## config.mk

```make
export PLATFORM = sky130hd
export DESIGN_NAME = uart_rx
export DESIGN_NICKNAME = d
export VERILOG_FILES = /design/src/rtl/uart_rx.sv
export SDC_FILE = /design/constraint.sdc
export NUM_CORES = 1
export LEC_CHECK = 0
export CAP_MARGIN = 25
export CELL_PAD_IN_SITES_DETAIL_PLACEMENT = 0
export CELL_PAD_IN_SITES_GLOBAL_PLACEMENT = 1
export CORE_ASPECT_RATIO = 0.8
export CORE_MARGIN = 4
export CORE_UTILIZATION = 45
export CTS_CLUSTER_SIZE = 12
export DETAILED_ROUTE_END_ITERATION = 10
export GPL_TIMING_DRIVEN = 0
export PLACE_DENSITY = 0.83
export SYNTH_ARGS = -nofsm -noshare
export SYNTH_HDL_FRONTEND = slang
export SYNTH_SLANG_ARGS = --single-unit
```

## constraint.sdc

```tcl
create_clock -name clk -period 2.4 [get_ports clk]
set_input_delay 0.36 -clock clk [delete_from_list [all_inputs] [get_ports clk]]
set_output_delay 0.36 -clock clk [all_outputs]
set_load 0.02 [all_outputs]
```

## src/rtl/uart_rx.sv

```systemverilog
// uart_rx: 8N1 serial receiver with 2-FF input sync and mid-bit sampling.
// Feeds one byte per frame to the downstream FIFO controller.
//
// Ports:
//   clk       in   system clock, all logic on posedge
//   rst       in   synchronous active-high reset
//   rx        in   asynchronous serial line, idle high
//   data      out  last correctly framed byte, LSB received first
//   rx_ready  out  one-cycle strobe, data freshly updated
//   frame_err out  one-cycle strobe, stop bit sampled low
//   busy      out  high from start detection until back in IDLE
module uart_rx #(
  parameter int CLKS_PER_BIT = 5208
) (
  input  logic       clk,
  input  logic       rst,
  input  logic       rx,
  output logic [7:0] data,
  output logic       rx_ready,
  output logic       frame_err,
  output logic       busy
);

  localparam int CNT_W = $clog2(CLKS_PER_BIT) + 1;

  localparam logic [CNT_W-1:0] HALF_END =
    CNT_W'(CLKS_PER_BIT / 2 - 1);
  localparam logic [CNT_W-1:0] BIT_END =
    CNT_W'(CLKS_PER_BIT - 1);

  typedef enum logic [2:0] {
    IDLE,
    START,
    DATA,
    STOP,
    WAIT_IDLE
  } state_t;

  state_t           state;
  state_t           state_n;
  logic             rx_m;
  logic             rx_s;
  logic [CNT_W-1:0] cnt;
  logic [2:0]       bit_idx;
  logic [7:0]       shreg;
  logic             half_hit;
  logic             bit_hit;

  assign half_hit = (cnt == HALF_END);
  assign bit_hit  = (cnt == BIT_END);

  always_ff @(posedge clk) begin
    if (rst) state <= IDLE;
    else     state <= state_n;
  end

  always_comb begin
    state_n = state;
    unique case (state)
      IDLE:
        if (!rx_s) state_n = START;
      // Re-check at mid start bit to reject glitches.
      START:
        if (half_hit) state_n = rx_s ? IDLE : DATA;
      DATA:
        if (bit_hit && bit_idx == 3'd7) state_n = STOP;
      // Leaving at mid stop leaves half a bit
      // to catch a back-to-back start edge.
      STOP:
        if (bit_hit) state_n = rx_s ? IDLE : WAIT_IDLE;
      // A held-low break must not retrigger START.
      WAIT_IDLE:
        if (rx_s) state_n = IDLE;
      default:
        state_n = IDLE;
    endcase
  end

  always_comb begin
    busy = (state != IDLE);
  end

  always_ff @(posedge clk) begin
    if (rst) begin
      rx_m      <= 1'b1;
      rx_s      <= 1'b1;
      cnt       <= '0;
      bit_idx   <= '0;
      shreg     <= '0;
      data      <= '0;
      rx_ready  <= 1'b0;
      frame_err <= 1'b0;
    end else begin
      rx_m      <= rx;
      rx_s      <= rx_m;
      rx_ready  <= 1'b0;
      frame_err <= 1'b0;
      unique case (state)
        IDLE: cnt <= '0;
        START: begin
          if (half_hit) begin
            cnt     <= '0;
            bit_idx <= '0;
          end else begin
            cnt <= cnt + 1'b1;
          end
        end
        DATA: begin
          if (bit_hit) begin
            cnt     <= '0;
            shreg   <= {rx_s, shreg[7:1]};
            bit_idx <= bit_idx + 1'b1;
          end else begin
            cnt <= cnt + 1'b1;
          end
        end
        STOP: begin
          if (bit_hit) begin
            cnt <= '0;
            if (rx_s) begin
              data     <= shreg;
              rx_ready <= 1'b1;
            end else begin
              frame_err <= 1'b1;
            end
          end else begin
            cnt <= cnt + 1'b1;
          end
        end
        WAIT_IDLE: cnt <= '0;
        default:   cnt <= '0;
      endcase
    end
  end

endmodule

```

==> impl_metrics.csv <==
group,metric,value,unit
cts,cts_sinks,40,
synth,yosysTopAreaCellShare,42.7,%
power_and_ir_drop,ir_worst_vdd,394,µV
drt,wl_per_cell,12.8,µm
worst_setup_path,worstPathBufferInverterCount,2,
sta,fin_crit_sh,90.0,%
final_layout,multi_input_area,990,µm²
synth,synthFlopType,"dfxtp_1",
floorplanning,dieArea,0.00527,mm²
synth,synth_area_leaders,"dfxtp_1 (43%), mux2i_1 (12%), nor2_1 (6.4%)",
cts,clkLatencyLatePin,300,ps
sta,drv_slew,0,
sta,max_freq,463,MHz
sta,finalCriticalPeriod,2160,ps
worst_setup_path,cp.depth,3,
placed_design,place_inst,257,
synth,async_flop_share,0,%
worst_setup_path,worstPathRequired,2040,ps
final_layout,mostFrequentLayoutCell,"dfxtp_1",
final_layout,layout.cells.non_filler,265,
placed_design,portBuffers,13,
synth,yosysTopAreaCell,"dfxtp_1",
grt,grt_util_all_layers,15.6,%
drt,num_vias,1336,
floorplanning,pin_count,14,
floorplanning,die_w,80.2,µm
sta,hold_violations,0,
power_and_ir_drop,pwr-share-seq,52.6,%
final_layout,drive_above_1_share,14.8,%
drt,ant_nets,0,
cts,cts_tree,"done",
sta,layout_setup_ws,241,ps
placed_design,place_ws,400,ps
worst_setup_path,crit_type,"flop to output pin",
worst_setup_path,crit_chain,"clkbuf_1, or3_1, clkdlybuf4s50_1",
placed_design,gp_congestion,0.858,
floorplanning,initial_core_util,48.0,%
final_layout,final_cell_mix,"dfxtp_1 (40), nor2_1 (32), mux2i_1 (23), clkdlybuf4s50_1 (13), nand2_1 (9)",
cts,cts_buffers,5,
floorplanning,coreArea,0.00390,mm²
sta,relSlewSlack,62.1,%
grt,overflow,0,
sta,setup_viol,0,
sta,holdWs,420,ps
final_layout,diodes,0,
synth,seq_area_frac_synth,42.7,%
synth,synthCells,189,
sta,fin_tns_setup,0,ps
synth,post_synth.cell_area_avg,9.92,µm²
worst_setup_path,crit_family,"buffers and inverters",
grt,grt_pass1_vias,1314,
worst_setup_path,r2r_cells,6,
worst_setup_path,max_stage_delay,600,ps
hold_path,min_path_cells,1,
power_and_ir_drop,pwr_density_cell,580,mW/mm²
cts,postCtsHoldBufs,0,
floorplanning,fp-row-count,20,
cts,htree_num_levels,2,
cts,cts_root_buf,"clkbuf_8",
worst_setup_path,cp-end-kind,"output pin",
drt,drc,0,
synth,synth_cell_types,39,
drt,drt-pass1-iter-count,4,
power_and_ir_drop,p_int,0.996,mW
run_status,outcome,"finished clean",
power_and_ir_drop,leakagePower,0.754,nW
drt,routed_via_density,5.04,
drt,initialDrtViolationCount,128,
synth,ys_seq_elements,40,
power_and_ir_drop,swShare,21.5,%
final_layout,regArea,801,µm²
drt,totalWireLength,3390,µm
cts,cts_resized,0,
grt,grt_max_degree,15,
placed_design,post-dp-hpwl,2430,µm
synth,syn_area,0.00187,mm²
worst_setup_path,start_kind,"flop",
cts,cts_buffer_depth,2,
worst_setup_path,crit_fanout,10,
cts,cts.clk_slew.worst_paths,80,ps
worst_setup_path,regToRegSetupSlack,410,ps
grt,antenna_found_initial,0,
final_layout,final_nets,216,
worst_setup_path,slowest_stage,"clkdlybuf4s50_1",
grt,grt_pass1_wl,6240,µm
flow_run,cap_viol_max_count,0,
power_and_ir_drop,power.switching,0.273,mW
final_layout,area_growth,16.8,%
synth,synth_edf_count,0,
power_and_ir_drop,combPwrFrac,3.2,%
final_layout,fillerInstances,367,
hold_path,hold_class,"flop to flop",
synth,synth_nets,196,
power_and_ir_drop,clock_power_share,44.1,%
cts,post_cts_buffers,0,
sta,fin_skew,6.64,ps
floorplanning,die_h,65.7,µm
sta,rsz0062_at_grt,"false",
final_layout,postLayoutCoreUtil,56.1,%
synth,yosysWarnings,0,
worst_setup_path,cp_data_arrival_time,1800,ps
sta,worst_slew_pin_slew,566,ps
-- cells in the mapped netlist, types with 2 or more instances --
library cell   n
dfxtp_1       40
nor2_1        32
mux2i_1       23
nand2_1        9
nor2_4         8
xnor2_1        7
clkbuf_1       6
nand2b_1       6
nand3_1        6
nor3_1         5
xor2_1         5
ha_1           4
nand4_1        4
inv_1          3
nor4_1         3
and3_1         2
buf_6          2
nor2_2         2
or2_2          2
-- per-stage QoR --
step                power [mW]  instance area, µm²
finish                    1.27                2190
global route              1.32                2190
CTS                       1.29                2190
detailed placement       0.725                2070
global placement         0.724                2070
floorplan                0.712                1870
-- sequential cells by signal (all words and copies together), names as in the netlist --
signal / count
state: 3
cnt: 14
rx_m: 1
frame_err: 1
data: 8
shreg: 8
rx_s: 1
bit_idx: 3
rx_ready: 1
-- power by group through the flow --
stage	Combinational (mW)	Clock (mW)	Sequential [mW]
finish	0.0410	0.560	0.668
global route	0.0458	0.610	0.669
CTS	0.0410	0.576	0.668
detailed placement	0.0409	0	0.684
global placement	0.0398	0	0.684
floorplan	0.0283	0	0.683
-- cell families after synthesis --
logic type | count (synthesis) | share of synthesized area, %
buf+inv | 13 | 4.47
mux | 23 | 12.3
xor+xnor | 12 | 5.61
simple gates | 92 | 29.7
flops | 40 | 42.7
compound gates | 5 | 2.54
fa+ha+maj | 4 | 2.67
-- path summary, 6_finish.rpt --
path,from,endpoint
worst max register to register,cnt[0],data[7]
worst max-delay path,state[0],busy
worst min-delay path,rx_m,rx_s
worst min register to register,rx_m,rx_s
-- area by class of cell --
class	instances	area share, %
buffer	10	3.32
clock buffer	5	3.14
clock inverter	3	2.12
inverter	3	0.515
multi-input combinational	136	45.2
sequential	40	36.6
tap	55	3.14
timing repair buffer	13	5.95
-- layer usage --
metal	wire, µm	GRT usage [%]	vias up
li1	-	-	681
met1	1750	21.7	626
met2	1430	21.5	24
met3	150	5.34	5
met4	55	6.96	0
met5	0	0	-
No activity file was read; power rests on OpenSTA's default activity.
